## src/rtl/hazard_sequencer.sv

```systemverilog
// rtl/hazard_sequencer.sv - load-use/jump/memory-wait hazard controller for the 5-stage pipeline
module hazard_sequencer #(
    parameter int LOAD_STALL_CYCLES = 1,
    parameter int CNT_W             = 16
) (
    input  logic             clk,
    input  logic             rst,
    input  logic [3:0]       id_r2,
    input  logic [3:0]       id_r3,
    input  logic             id_uses_r2,
    input  logic             id_uses_r3,
    input  logic [3:0]       ex_dest,
    input  logic             ex_rmem,
    input  logic             ex_wreg,
    input  logic             jump_en,
    input  logic             mem_busy,
    input  logic             clr_cnt,
    output logic             pc_hold,
    output logic             ifid_hold,
    output logic             ifid_flush,
    output logic             idex_hold,
    output logic             idex_bubble,
    output logic             exmem_hold,
    output logic             memwb_bubble,
    output logic [CNT_W-1:0] stall_cnt,
    output logic [CNT_W-1:0] flush_cnt,
    output logic [1:0]       state
);

    typedef enum logic [1:0] {
        S_RUN     = 2'd0,
        S_LDSTALL = 2'd1,
        S_MEMWAIT = 2'd2
    } state_t;

    // Remaining stall cycles after the detection cycle (detection cycle itself is not counted here)
    localparam logic [2:0]       L_REM_INIT = 3'(LOAD_STALL_CYCLES - 1);
    localparam logic [CNT_W-1:0] L_CNT_MAX  = '1;

    state_t           r_state;
    state_t           r_ret;
    logic [2:0]       r_rem;
    logic [CNT_W-1:0] r_stall_cnt;
    logic [CNT_W-1:0] r_flush_cnt;

    state_t           w_nxt_state;
    state_t           w_nxt_ret;
    state_t           w_eff;
    logic [2:0]       w_nxt_rem;
    logic             w_hz;
    logic             w_flush;

    assign w_hz = ex_rmem & ex_wreg &
                  ((id_uses_r2 & (id_r2 == ex_dest)) | (id_uses_r3 & (id_r3 == ex_dest)));

    // When a memory wait ends, this cycle behaves as the state that was interrupted
    assign w_eff = (r_state == S_MEMWAIT) ? r_ret : r_state;

    // State, remaining-cycle and return-state registers
    always_ff @(posedge clk) begin
        if (!rst) begin
            r_state <= S_RUN;
            r_ret   <= S_RUN;
            r_rem   <= 3'd0;
        end else begin
            r_state <= w_nxt_state;
            r_ret   <= w_nxt_ret;
            r_rem   <= w_nxt_rem;
        end
    end

    // Next-state and control outputs; priority mem_busy > jump_en > hazard
    always_comb begin
        w_nxt_state  = r_state;
        w_nxt_ret    = r_ret;
        w_nxt_rem    = r_rem;
        w_flush      = 1'b0;
        pc_hold      = 1'b0;
        ifid_hold    = 1'b0;
        ifid_flush   = 1'b0;
        idex_hold    = 1'b0;
        idex_bubble  = 1'b0;
        exmem_hold   = 1'b0;
        memwb_bubble = 1'b0;

        if (mem_busy) begin
            // Freeze everything upstream of memory and drain a bubble into writeback
            pc_hold      = 1'b1;
            ifid_hold    = 1'b1;
            idex_hold    = 1'b1;
            exmem_hold   = 1'b1;
            memwb_bubble = 1'b1;
            w_nxt_state  = S_MEMWAIT;
            if (r_state != S_MEMWAIT) begin
                w_nxt_ret = r_state;
            end
        end else begin
            case (w_eff)
                S_LDSTALL: begin
                    if (jump_en) begin
                        // Cannot happen with a bubble in execute; recover as a plain jump flush
                        ifid_flush  = 1'b1;
                        idex_bubble = 1'b1;
                        w_flush     = 1'b1;
                        w_nxt_rem   = 3'd0;
                        w_nxt_state = S_RUN;
                    end else begin
                        pc_hold     = 1'b1;
                        ifid_hold   = 1'b1;
                        idex_bubble = 1'b1;
                        w_nxt_rem   = r_rem - 3'd1;
                        w_nxt_state = (r_rem <= 3'd1) ? S_RUN : S_LDSTALL;
                    end
                end
                default: begin
                    w_nxt_state = S_RUN;
                    if (jump_en) begin
                        ifid_flush  = 1'b1;
                        idex_bubble = 1'b1;
                        w_flush     = 1'b1;
                    end else if (w_hz) begin
                        pc_hold     = 1'b1;
                        ifid_hold   = 1'b1;
                        idex_bubble = 1'b1;
                        if (LOAD_STALL_CYCLES > 1) begin
                            w_nxt_rem   = L_REM_INIT;
                            w_nxt_state = S_LDSTALL;
                        end
                    end
                end
            endcase
        end
    end

    // Saturating performance counters; clear beats increment
    always_ff @(posedge clk) begin
        if (!rst) begin
            r_stall_cnt <= '0;
            r_flush_cnt <= '0;
        end else if (clr_cnt) begin
            r_stall_cnt <= '0;
            r_flush_cnt <= '0;
        end else begin
            if (pc_hold && (r_stall_cnt != L_CNT_MAX)) begin
                r_stall_cnt <= r_stall_cnt + 1'b1;
            end
            if (w_flush && (r_flush_cnt != L_CNT_MAX)) begin
                r_flush_cnt <= r_flush_cnt + 1'b1;
            end
        end
    end

    assign stall_cnt = r_stall_cnt;
    assign flush_cnt = r_flush_cnt;
    assign state     = r_state;

endmodule

```

## config.mk

```make
export PLATFORM = sky130hd
export DESIGN_NAME = hazard_sequencer
export DESIGN_NICKNAME = d
export VERILOG_FILES = /design/src/rtl/hazard_sequencer.sv
export SDC_FILE = /design/constraint.sdc
export NUM_CORES = 1
export LEC_CHECK = 0
export CAP_MARGIN = 5
export CORE_ASPECT_RATIO = 1.75
export CORE_MARGIN = 1.5
export CORE_UTILIZATION = 51
export CTS_CLUSTER_SIZE = 10
export DETAILED_ROUTE_END_ITERATION = 16
export PLACE_DENSITY = 0.82
export SLEW_MARGIN = 10
export SYNTH_ARGS = -nofsm -noshare
export SYNTH_HDL_FRONTEND = slang
export SYNTH_SLANG_ARGS = --single-unit
```

## constraint.sdc

```tcl
create_clock -name clk -period 5.1 [get_ports clk]
set_input_delay 1.02 -clock clk [delete_from_list [all_inputs] [get_ports clk]]
set_output_delay 1.02 -clock clk [all_outputs]
set_load 0.005 [all_outputs]
```

==> reports/qor.yml, run 1 <==
die:
  row_count: 30
  die_x_um: 51.6
  coreArea_mm2: 0.00390
  fp.dieArea_mm2: 0.00455
  start_util: 0.541
  die_y_um: 88.1
  boundaryPins: 62
power_and_ir_drop:
  p_per_area_mw_per_mm2: 224
  switching_share: 0.215
  power_frac_clock: 0.420
  p_seq_frac: 0.486
  irDropWorstVdd_mv: 0.235
  cellLeakagePower_nw: 1.03
  switchingPower_uw: 136
  combPwrFrac: 0.094
  internal_power_uw: 496
cells_and_area:
  drive_gt1_frac: 0.0671
  stdcell_count: 346
  most-common-layout-cells: "clkdlybuf4s50_1 (61), dfxtp_1 (39), nor2_1 (33)"
  fin_nets: 322
  final_common_cell: "clkdlybuf4s50_1"
  fin_util: 0.723
  antenna-diode-count: 0
  synthToLayoutAreaGrowth_pct: 33.7
  final_area_mm2: 0.00282
global_routing:
  antenna_found_initial: 0
  grt-ovfl-total: 0
  grt.total_usage: 0.219
  first_global_vias: 1739
  grt_pass1_wl_um: 7680
  grt_max_degree: 29
hold_path:
  whs_path_depth: 2
  min_path_type: "reg -> reg"
  min-delay-start: "r_rem[2]$_SDFFE_PN0P_"
clock_network:
  clk_pin_slew_worst_paths_ps: 80
  cts_sinks: 39
  numCtsBuffers: 5
  cts_setup_buffers: 0
  clk_path_buf_depth: 2
  cts_resized: 0
  insertion_delay_ps: 290
  cts_tree: "done"
  htree_num_levels: 2
  holdBufCountCts: 0
  cts.root.buffer_cell: "clkbuf_8"
synthesis:
  yosysWarnings: 0
  synth_top_cell_by_area: "dfxtp_1"
  ys.flop_type: "dfxtp_1"
  syn_avg_cell_area_um2: 8.76
  synth.area.top_cells: "dfxtp_1 (37%), nor2_1 (5.9%), xnor2_1 (5.4%)"
  synth_cell_types: 50
  async_reset_ff_frac: 0
  synth_top_area_frac: 0.370
  synthesis.nets: 266
  syn-instance-count: 241
  seq_area_frac_synth: 0.370
  synth_edf_count: 0
  syn_area_mm2: 0.00211
  synth-seq-cells: 39
worst_setup_path:
  r2r_start: "stall_cnt[0]$_SDFFE_PP0P_"
  cp.arrival_ps: 3000
  endpoint_kind: "primary output"
  crit_type: "in -> out"
  cp-startpoint: "ex_dest[1]"
  crit_fanout: 3
  start_kind: "input port"
  reg2reg_depth: 7
  cp.required_ps: 4080
detailed_routing:
  wire_per_inst_um: 13.9
  first_iter_violations: 38
  routed_wl_um: 4810
  vias_per_cell: 5.48
  drc: 0
  ant_nets: 0
  vias: 1897
  dr.pass1.iters: 4
sta:
  finClkSkew_ps: 4.49
  rsz0062_at_grt: "false"
  relSlewSlack: 0.276
  tightest_slew_ps: 1090
  final.min_clock_period_ps: 4020
  final-setup-viol-count: 0
  hold_violations: 0
  slew_viol_final: 0
  fin_crit_sh: 0.789
  fmax_mhz: 249
  setup_tns_ps: 0
placement:
  numPortBuffers: 61
  dp_cells: 338
  place_area_mm2: 0.00271
  dp.final_hpwl_um: 3630
  gp_congestion: 0.723
status:
  status: "finished, final reports clean"
job:
  drv_cap: 0
-- cell families after synthesis --
family          count (synthesis)  synth area share
compound gates                 39             0.139
xor+xnor                       24            0.0996
fa+ha+maj                       4            0.0237
buf+inv                        17            0.0450
flops                          39             0.370
mux                             7            0.0332
simple gates                  111             0.290
-- power by group through the flow --
stage	registers (mW)	clock network [mW]	logic [mW]
after floorplan	0.314	0	0.0305
after global placement	0.314	0	0.0583
after detailed placement	0.314	0	0.0593
final	0.307	0.266	0.0593
after global routing	0.307	0.279	0.0644
after CTS	0.307	0.270	0.0597
-- worst paths after layout --
check / slack, ps / endpoint
worst min register to register: 480 / r_rem[2]$_SDFFE_PN0P_
worst min-delay path: 480 / r_rem[2]$_SDFFE_PN0P_
worst max-delay path: 1080 / pc_hold
worst max register to register: 2890 / stall_cnt[7]$_SDFFE_PP0P_
-- stage by stage --
step	power (mW)	worst slack [ps]	hold slack (ps)
final	0.632	1080	482
after CTS	0.637	1080	486
after floorplan	0.345	2090	444
after global routing	0.651	957	514
after detailed placement	0.374	1090	472
after global placement	0.372	1150	459
-- registers in the layout (all words and copies together) (netlist names) --
| register | count |
|---|---|
| stall_cnt | 16 |
| state | 2 |
| r_rem | 3 |
| r_ret | 2 |
| flush_cnt | 16 |
-- worst max-delay path: stages --
cell             delay [ps]
clkdlybuf4s50_1         520
xnor2_1                 130
nand4_1                 170
o41ai_2                 340
nor2_1                  110
o21bai_1                180
clkdlybuf4s50_1         520
-- final cells by class --
type,count,area (µm²)
tap,48,60.1
clock buffer,6,82.6
fill,315,1080
inverter,5,18.8
timing repair buffer,61,611
multi-input combinational,185,1230
clock inverter,2,35.0
sequential,39,781
-- cell usage after synthesis, types with 4 or more instances --
master     n
nand2_1   20
inv_1      5
and3_1     6
nor3_1     5
clkbuf_1   5
nor2_1    33
mux2i_1    7
a21oi_1   11
nand3_1    9
dfxtp_1   39
xor2_1    11
nand4_1   11
ha_1       4
buf_4      4
nand2b_1   5
xnor2_1   13
-- routing by layer --
layer / up-vias / track usage / part of all wire
met5: - / 0 / 0
met4: 0 / 0.0837 / 0.015
met3: 7 / 0.0461 / 0.069
met2: 59 / 0.429 / 0.54
met1: 868 / 0.215 / 0.37
li1: 963 / - / -
(Power assumes the default switching activity.)
==> inputs of run 2 (changes only) <==
CORE_UTILIZATION = 47   (was 51)
PLACE_DENSITY = 0.77   (was 0.82)
clock period = 4 ns   (was 5.1 ns; I/O delays follow)
==> reports/qor.yml, run 2 (same netlist as run 1, synthesis figures left out) <==
status:
  status: "finished, final reports clean"
worst_setup_path:
  timing.critical_path.buf_inv: 2
  slowest_delay_ps: 530
  cp.arrival_ps: 2760
  cpMostUsedCell: "clkdlybuf4s50_1"
  crit_family: "buffers and inverters"
  start_kind: "input port"
  cp_slowest_cell: "clkdlybuf4s50_1"
  endpoint_kind: "primary output"
  crit_type: "in -> out"
  crit_fanout: 3
  cp_cell_sequence: "clkdlybuf4s50_1 > xnor2_1 > nand4_1 > o41ai_2 > nor2_1 > o21bai_1 > clkdlybuf4s50_1"
  cp.required_ps: 3200
placement:
  numPortBuffers: 61
  dp.final_hpwl_um: 3470
  pre_cts_ws_ps: 466
  gp_congestion: 0.712
  dp_cells: 342
sta:
  worst_slack_ps: 442
  slew_viol_final: 0
  finClkSkew_ps: 8.23
  relSlewSlack: 0.308
  final-setup-viol-count: 0
  setup_tns_ps: 0
  fmax_mhz: 281
  rsz0062_at_grt: "false"
  final.min_clock_period_ps: 3560
  holdWs_ps: 480
  tightest_slew_ps: 1040
  fin_crit_sh: 0.890
  hold_violations: 0
global_routing:
  grt.total_usage: 0.203
  grt_pass1_wl_um: 7460
  first_global_vias: 1716
  grt-ovfl-total: 0
  grt_max_degree: 28
  antenna_found_initial: 0
detailed_routing:
  drc: 0
  vias_per_cell: 5.49
  vias: 1923
  wire_per_inst_um: 13.6
  dr.pass1.iters: 4
  routed_wl_um: 4750
  ant_nets: 0
  first_iter_violations: 22
cells_and_area:
  fin_util: 0.641
  drive_gt1_frac: 0.0635
  stdcell_count: 350
  fin_nets: 323
  fillers: 386
  synthToLayoutAreaGrowth_pct: 32.5
  antenna-diode-count: 0
  final_common_cell: "clkdlybuf4s50_1"
  most-common-layout-cells: "clkdlybuf4s50_1 (61), dfxtp_1 (39), nor2_1 (33)"
die:
  row_count: 32
  boundaryPins: 62
  die_x_um: 53.7
  fp.dieArea_mm2: 0.00492
  die_y_um: 91.7
  coreArea_mm2: 0.00436
  start_util: 0.484
clock_network:
  clk_path_buf_depth: 2
  htree_num_levels: 2
  numCtsBuffers: 5
  holdBufCountCts: 0
  cts_setup_buffers: 0
  cts_sinks: 39
  cts.root.buffer_cell: "clkbuf_8"
  insertion_delay_ps: 290
  cts_resized: 0
  clk_pin_slew_worst_paths_ps: 80
  cts_tree: "done"
power_and_ir_drop:
  cellLeakagePower_nw: 1.02
  irDropWorstVdd_mv: 0.257
  p_per_area_mw_per_mm2: 259
job:
  drv_cap: 0
hold_path:
  min_path_type: "reg -> reg"
## run 2: cell types whose count changed in the layout (fill, tap and decap cells not counted), sizes merged
cell and change:
buf +1, bufinv -1, clkbuf +1
## run 2: worst paths after layout
path	start	endpoint	slack, ps	depth (start not counted)
worst max-delay path	ex_dest[1]	pc_hold	440	7
worst min-delay path	r_ret[1]$_SDFFE_PN0P_	r_ret[1]$_SDFFE_PN0P_	480	2
worst max register to register	stall_cnt[0]$_SDFFE_PP0P_	stall_cnt[7]$_SDFFE_PP0P_	1840	7
worst min register to register	r_ret[1]$_SDFFE_PN0P_	r_ret[1]$_SDFFE_PN0P_	480	2
## run 2: where the power goes
group	leakage [nW]	internal (mW)	switching (mW)	total, mW
registers	0.314	0.390	0.00178	0.391
logic	0.661	0.0412	0.0340	0.0752
clock network	0.0422	0.122	0.135	0.258
total	1.02	0.553	0.171	0.724
## run 2: layout make-up
class | instances | area, µm² | area share
clock buffer | 7 | 76.3 | 0.0273
tap | 51 | 63.8 | 0.0228
multi-input combinational | 185 | 1230 | 0.441
timing repair buffer | 62 | 618 | 0.221
inverter | 5 | 18.8 | 0.00671
sequential | 39 | 781 | 0.279
clock inverter | 1 | 5.00 | 0.00179
## run 2: metrics by stage
step / power, mW / area [µm²]
finish: 0.724 / 2800
global route: 0.753 / 2800
CTS: 0.731 / 2800
detailed placement: 0.476 / 2720
global placement: 0.475 / 2720
floorplan: 0.439 / 2110
## run 2: metal layers
layer / GRT usage / wire [µm] / vias to the layer above
li1: - / - / 966
met1: 0.200 / 1860 / 902
met2: 0.369 / 2520 / 49
met3: 0.0472 / 279 / 6
met4: 0.0962 / 98 / 0
met5: 0 / 0 / -
## run 2: worst reg2reg max path, cell delays in order, from the launching register on
cell and delay [ps]:
dfxtp_1 360, ha_1 250, and3_4 200, and3_4 200, a41oi_2 230, a21boi_4 470, a31oi_1 150, a41o_1 210
